<file path="config.mk">
export PLATFORM = sky130hd
export DESIGN_NAME = uart_tx_flat
export DESIGN_NICKNAME = d
export VERILOG_FILES = /design/src/rtl/uart_tx_if.sv /design/src/rtl/uart_tx.sv /design/src/flat_wrapper.sv
export SDC_FILE = /design/constraint.sdc
export NUM_CORES = 1
export LEC_CHECK = 0
export ABC_AREA = 1
export BUFFER_PORTS_ARGS = -buffer_cell sky130_fd_sc_hd__buf_2
export CAP_MARGIN = 25
export CORE_ASPECT_RATIO = 1.75
export CORE_MARGIN = 8
export CORE_UTILIZATION = 51
export CTS_CLUSTER_DIAMETER = 120
export DETAILED_ROUTE_END_ITERATION = 8
export PLACE_DENSITY_LB_ADDON = 0.15
export SLEW_MARGIN = 20
export SYNTH_ARGS = -nofsm -noshare
export SYNTH_HDL_FRONTEND = slang
export SYNTH_SLANG_ARGS = --single-unit
</file>
<file path="constraint.sdc">
create_clock -name clk -period 1.45 [get_ports clk]
set_clock_uncertainty 0.05 [all_clocks]
set_input_delay 0.2175 -clock clk [delete_from_list [all_inputs] [get_ports clk]]
set_output_delay 0.2175 -clock clk [all_outputs]
set_load 0.01 [all_outputs]
</file>
<file path="src/rtl/uart_tx_if.sv">
// Write-side handshake for uart_tx: one word moves on write_valid && write_ready.
interface uart_tx_if #(
  parameter int BUFFER_WIDTH = 8
);
  logic [BUFFER_WIDTH-1:0] write_data;
  logic                    write_valid;
  logic                    write_ready;

  modport master (output write_data, output write_valid, input write_ready);
  modport slave  (input write_data, input write_valid, output write_ready);
endinterface

</file>
<file path="src/rtl/uart_tx.sv">
// UART transmitter: serialises one word per handshake, LSB-first, with
// optional parity and one or two stop bits. All outputs come from flops.
module uart_tx #(
  parameter int BUFFER_WIDTH = 8,
  parameter int BAUD_RATE    = 115_200,
  parameter int CLK_FREQ     = 12_000_000,
  parameter int PARITY       = 0,
  parameter int STOP_BITS    = 1
) (
  input  logic    clk,
  input  logic    rst_n,
  uart_tx_if.slave wr,
  output logic    tx,
  output logic    busy
);
  localparam int CLK_CYCLES_PER_BIT     = CLK_FREQ / BAUD_RATE;
  localparam int CLK_CYCLE_COUNTER_BITS = $clog2(CLK_CYCLES_PER_BIT);
  localparam int BIT_COUNTER_BITS       = $clog2(BUFFER_WIDTH) + 1;

  localparam logic [CLK_CYCLE_COUNTER_BITS-1:0] CNT_RELOAD =
    CLK_CYCLE_COUNTER_BITS'(CLK_CYCLES_PER_BIT - 1);
  localparam logic [BIT_COUNTER_BITS-1:0] BIT_RELOAD = BIT_COUNTER_BITS'(BUFFER_WIDTH);
  localparam logic [BIT_COUNTER_BITS-1:0] BIT_LAST   = BIT_COUNTER_BITS'(1);

  if (CLK_CYCLES_PER_BIT < 2) begin : g_bad_rate
    $error("uart_tx: CLK_FREQ/BAUD_RATE must be at least 2");
  end
  if (PARITY > 2 || PARITY < 0) begin : g_bad_parity
    $error("uart_tx: PARITY must be 0, 1 or 2");
  end
  if (STOP_BITS != 1 && STOP_BITS != 2) begin : g_bad_stop
    $error("uart_tx: STOP_BITS must be 1 or 2");
  end

  typedef enum logic [6:0] {
    S_RESET  = 7'b0000001,
    S_IDLE   = 7'b0000010,
    S_START  = 7'b0000100,
    S_DATA   = 7'b0001000,
    S_PARITY = 7'b0010000,
    S_STOP   = 7'b0100000,
    S_ERROR  = 7'b1000000
  } state_t;

  state_t                              r_state;
  logic                                r_tx;
  logic                                r_ready;
  logic                                r_busy;
  logic                                r_parity;
  logic                                r_stop_cnt;
  logic [BUFFER_WIDTH-1:0]             r_shift;
  logic [BIT_COUNTER_BITS-1:0]         r_bit_cnt;
  logic [CLK_CYCLE_COUNTER_BITS-1:0]   r_clk_cnt;
  logic                                w_bit_end;

  assign w_bit_end      = (r_clk_cnt == '0);
  assign tx             = r_tx;
  assign busy           = r_busy;
  assign wr.write_ready = r_ready;

  always_ff @(posedge clk) begin
    if (!rst_n) begin
      r_state    <= S_RESET;
      r_tx       <= 1'b1;
      r_ready    <= 1'b0;
      r_busy     <= 1'b1;
      r_parity   <= 1'b0;
      r_stop_cnt <= 1'b0;
      r_shift    <= '0;
      r_bit_cnt  <= BIT_RELOAD;
      r_clk_cnt  <= CNT_RELOAD;
    end else begin
      // Every state change happens on a bit end, so the free-running reload
      // doubles as the load-on-entry of the clock counter.
      r_clk_cnt <= w_bit_end ? CNT_RELOAD : r_clk_cnt - CLK_CYCLE_COUNTER_BITS'(1);
      case (r_state)
        S_RESET: begin
          r_state <= S_IDLE;
          r_tx    <= 1'b1;
          r_ready <= 1'b1;
          r_busy  <= 1'b0;
        end
        S_IDLE: begin
          r_clk_cnt <= CNT_RELOAD;
          if (wr.write_valid && r_ready) begin
            r_shift    <= wr.write_data;
            r_parity   <= (PARITY == 1) ? ~^wr.write_data : ^wr.write_data;
            r_bit_cnt  <= BIT_RELOAD;
            r_stop_cnt <= 1'b0;
            r_state    <= S_START;
            r_tx       <= 1'b0;
            r_ready    <= 1'b0;
            r_busy     <= 1'b1;
          end
        end
        S_START: begin
          if (w_bit_end) begin
            r_state <= S_DATA;
            r_tx    <= r_shift[0];
          end
        end
        S_DATA: begin
          if (w_bit_end) begin
            r_shift   <= r_shift >> 1;
            r_bit_cnt <= r_bit_cnt - BIT_LAST;
            if (r_bit_cnt == BIT_LAST) begin
              if (PARITY != 0) begin
                r_state <= S_PARITY;
                r_tx    <= r_parity;
              end else begin
                r_state <= S_STOP;
                r_tx    <= 1'b1;
              end
            end else begin
              r_tx <= r_shift[1];
            end
          end
        end
        S_PARITY: begin
          if (w_bit_end) begin
            r_state <= S_STOP;
            r_tx    <= 1'b1;
          end
        end
        S_STOP: begin
          if (w_bit_end) begin
            if (STOP_BITS == 2 && !r_stop_cnt) begin
              r_stop_cnt <= 1'b1;
            end else begin
              r_state <= S_IDLE;
              r_ready <= 1'b1;
              r_busy  <= 1'b0;
            end
          end
        end
        S_ERROR: begin
          r_tx    <= 1'b1;
          r_ready <= 1'b0;
          r_busy  <= 1'b1;
        end
        default: begin
          r_state <= S_ERROR;
          r_tx    <= 1'b1;
          r_ready <= 1'b0;
          r_busy  <= 1'b1;
        end
      endcase
    end
  end
endmodule

</file>
<file path="src/flat_wrapper.sv">
// flat-port wrapper written by rule: the top's interface ports become plain ports
module uart_tx_flat 
#(
  parameter int BUFFER_WIDTH = 8,
  parameter int BAUD_RATE    = 115_200,
  parameter int CLK_FREQ     = 12_000_000,
  parameter int PARITY       = 0,
  parameter int STOP_BITS    = 1
)
  (clk, rst_n, tx, busy, wr_write_data, wr_write_valid, wr_write_ready);
  uart_tx_if #(.BUFFER_WIDTH(BUFFER_WIDTH)) wr_i ();
  input  logic clk;
  input  logic rst_n;
  output logic tx;
  output logic busy;
  input wire logic [$bits(wr_i.write_data)-1:0] wr_write_data;
  input wire logic [$bits(wr_i.write_valid)-1:0] wr_write_valid;
  output wire logic [$bits(wr_i.write_ready)-1:0] wr_write_ready;
  assign wr_i.write_data = wr_write_data;
  assign wr_i.write_valid = wr_write_valid;
  assign wr_write_ready = wr_i.write_ready;
  uart_tx #(.BUFFER_WIDTH(BUFFER_WIDTH), .BAUD_RATE(BAUD_RATE), .CLK_FREQ(CLK_FREQ), .PARITY(PARITY), .STOP_BITS(STOP_BITS)) u_core (.clk(clk), .rst_n(rst_n), .wr(wr_i), .tx(tx), .busy(busy));
endmodule
</file>
==> impl_metrics.ini <==
[status]
status = complete, but fails checks
violations = setup timing

[place]
dpl.cell_count = 271
gp_congestion = 0.831
placed_cell_area_mm2 = 0.00171
io_buffers = 13
hpwlAfterDp_mm = 2.61

[worst_setup_path]
required_ns = 1.62
reg2reg_from = u_core.r_state[1]
worstPathArrival_ns = 1.71
critical_path.max_fanout = 5
cp-end-kind = flop
crit_start = u_core.r_state[1]
critical_path_class = reg -> reg
startpoint_type = flop

[synthesis]
synth_cells = 202
synthAdderAreaFrac_pct = 2.72
syn_nets = 216
synth_compound_area_share_pct = 10.9
synth_seq_cells = 28
synth_top_area_cell = dfxtp_1
syn_area_per_cell_um2 = 6.83
synth_top_family_by_area = simple AND/OR/NAND/NOR gates
synth_area_mm2 = 0.00138
synthMuxAreaShare_pct = 0
synth_cell_types = 26
synthSimpleGateAreaFrac_pct = 36.8
yosysSeqAreaShare_pct = 40.7
synth_warnings = 0
yosys.area.top_type_share_pct = 40.7
yosys.area_share.xor_xnor_pct = 1.27
synth_area_leaders = dfxtp_1 41%, nand2_1 16%, nor2_1 9.3%

[global_routing]
grt_pass1_vias = 1463
grt_usage_pct = 14.5
use_met1_pct = 13.9
use_met3_pct = 1.96
grt_overflow = 0
antenna_found_initial = 0
grt_pass1_wl_mm = 5.94
met2_usage_pct = 29.3
grt_max_degree = 16
busiest_layer = met2

[detailed_routing]
drt_iter0_markers = 42
dr.pass1.iters = 4
wl_per_cell_um = 12.9
post_drt_via_cell_ratio = 5.19
drcViolationCount = 0
vias = 1447
wl_mm = 3.61
detail-route-antenna-nets = 0

[pwr]
p_per_area_mw_per_mm2 = 1020
power_w = 0.00201
ir_drop_v = 0.000877
leakagePower_nw = 0.952

[finish]
regArea_um2 = 572
multi_input_area_um2 = 867
area_growth_pct = 42.3
instances_no_fill = 279
fillers = 218
fin_nets = 267
final_area_mm2 = 0.00196
diodes = 0
drive_above_1_share_pct = 40.1
final_util_pct = 74.7

[die]
die_h_um = 84.8
placementRows = 25
initial_utilization_pct = 52.5
die-area_mm2 = 0.00469
core_mm2 = 0.00263
die_w_um = 55.3
pin_count = 14

[cts]
clk_latency_ns = 0.28
clockBufferDepth = 2
hold_buffers = 0
cts_root_buf = clkbuf_8
cts_made_buffers = 3
path_clk_slew_ns = 0.10
htree_levels = 1
cts_num_sinks = 28
cts_tree = yes

[job]
drv_cap = 0

[sta]
worstMarginPinSlew_ns = 0.284
setup_slack_ns = -0.0909
setup_viol = 19
fin_crit_ns = 1.54
finalHoldViolCount = 0
slew_headroom_pct = 81.0
report.final.slew_viol_count = 0
fin_setup_tns_ns = -1.16
min_period_over_period_pct = 106
max_freq_ghz = 0.649
rsz0062_at_grt = true

[hold_path]
hold_start = rst_n
hp-class = in -> reg
path summary, 6_finish.rpt:
kind	to	slack [ns]	depth (start not counted)
hold reg to reg	u_core.r_bit_cnt[1]	0.42	2
setup reg to reg	u_core.r_shift[7]	-0.09	10
hold / removal	u_core.r_bit_cnt[3]	0.17	2
setup / recovery	u_core.r_shift[7]	-0.09	10
registers in the layout, indices dropped and copies added (netlist names):
name,cells
u_core.r_shift,8
u_core.r_clk_cnt,7
u_core.r_state,6
u_core.r_bit_cnt,4
u_core.busy,1
u_core.tx,1
u_core.wr.write_ready,1
layer usage:
metal	routed length [um]	up-vias	share of wire [%]
li1	-	736	-
met1	1420	673	39
met2	2040	30	57
met3	67	8	1.9
met4	85	0	2.4
met5	0	-	0
report_power, final:
part	switching, W	internal (W)
combinational	0.000334	0.000277
clock	0.000246	0.000243
sequential	0.0000569	0.000851
total	0.000638	0.00137
logic make-up after synthesis:
logic type / after synthesis
flip-flops: 28
XOR/XNOR: 2
AND/OR/NAND/NOR: 116
AO/OA/AOI/OAI: 28
buffers and inverters: 25
adder cells (fa/ha/maj): 3
cells in the final DEF, fill, tap and decap left out, types with 2 or more instances in the layout:
cell type  Yosys  final
buf_2          1     13
dfxtp_1       28     23
nor2_2         2      3
nand3_1       11      8
buf_4          0     30
nor2_4         2      8
inv_2          4      7
dfxtp_2        0      3
nand2_4        0      3
nand2_2        4      7
dfxtp_4        0      2
inv_1         17     13
nand2_1       58     51
nand3_2        1      3
o21ai_1        8     11
nor2_1        34     28
a21oi_2        1      3
o21ai_0       10      4
inv_4          1      2
clkbuf_8       0      4
o21ai_2        0      3
buf_6          1      5
ha_1           3      2
xor2_1         2      2
a21oi_1        7      5
synthesized netlist by cell type, drive strengths merged:
| cell | instances |
|---|---|
| o21ai | 18 |
| nor2 | 39 |
| nand2 | 62 |
| inv | 22 |
| ha | 3 |
| nor3 | 1 |
| nand3 | 12 |
| nand4 | 1 |
| buf | 2 |
| or2 | 1 |
| a21oi | 8 |
| o211ai | 1 |
| dfxtp | 28 |
| o311ai | 1 |
| clkbuf | 1 |
| xor2 | 2 |
timing repair:
action / in CTS / in global routing
setup endpoints to repair: 19 / 22
pin swaps: 3 / 16
setup buffers: 0 / 3
cloned: 1 / 0
gates resized for setup: 12 / 40
hold endpoints to repair: 0 / 0
through the flow:
| stage | hold slack [ns] | setup WS (ns) |
|---|---|---|
| after detailed placement | 0.408 | -0.149 |
| after global placement | 0.402 | -0.100 |
| after global routing | 0.168 | -0.216 |
| after floorplan | 0.306 | 0.00968 |
| after CTS | 0.168 | -0.112 |
| final | 0.169 | -0.0909 |
worst max-delay path, cell delays in order, from the launching register on:
cell,delay (ns)
dfxtp_4,0.38
inv_1,0.06
nor2_1,0.13
nand3_2,0.14
buf_4,0.16
nand2_2,0.07
inv_2,0.05
nor2_4,0.17
buf_6,0.13
o21ai_2,0.04
nor2_1,0.09
layout make-up:
type                            count  share of cell area (%)
Timing Repair Buffer               48                    17.7
Inverter                           22                    4.46
Multi-Input combinational cell    150                    44.2
Sequential cell                    28                    29.1
Clock buffer                        4                    2.81
Tap cell                           27                    1.72
No activity file was read; power rests on OpenSTA's default activity.
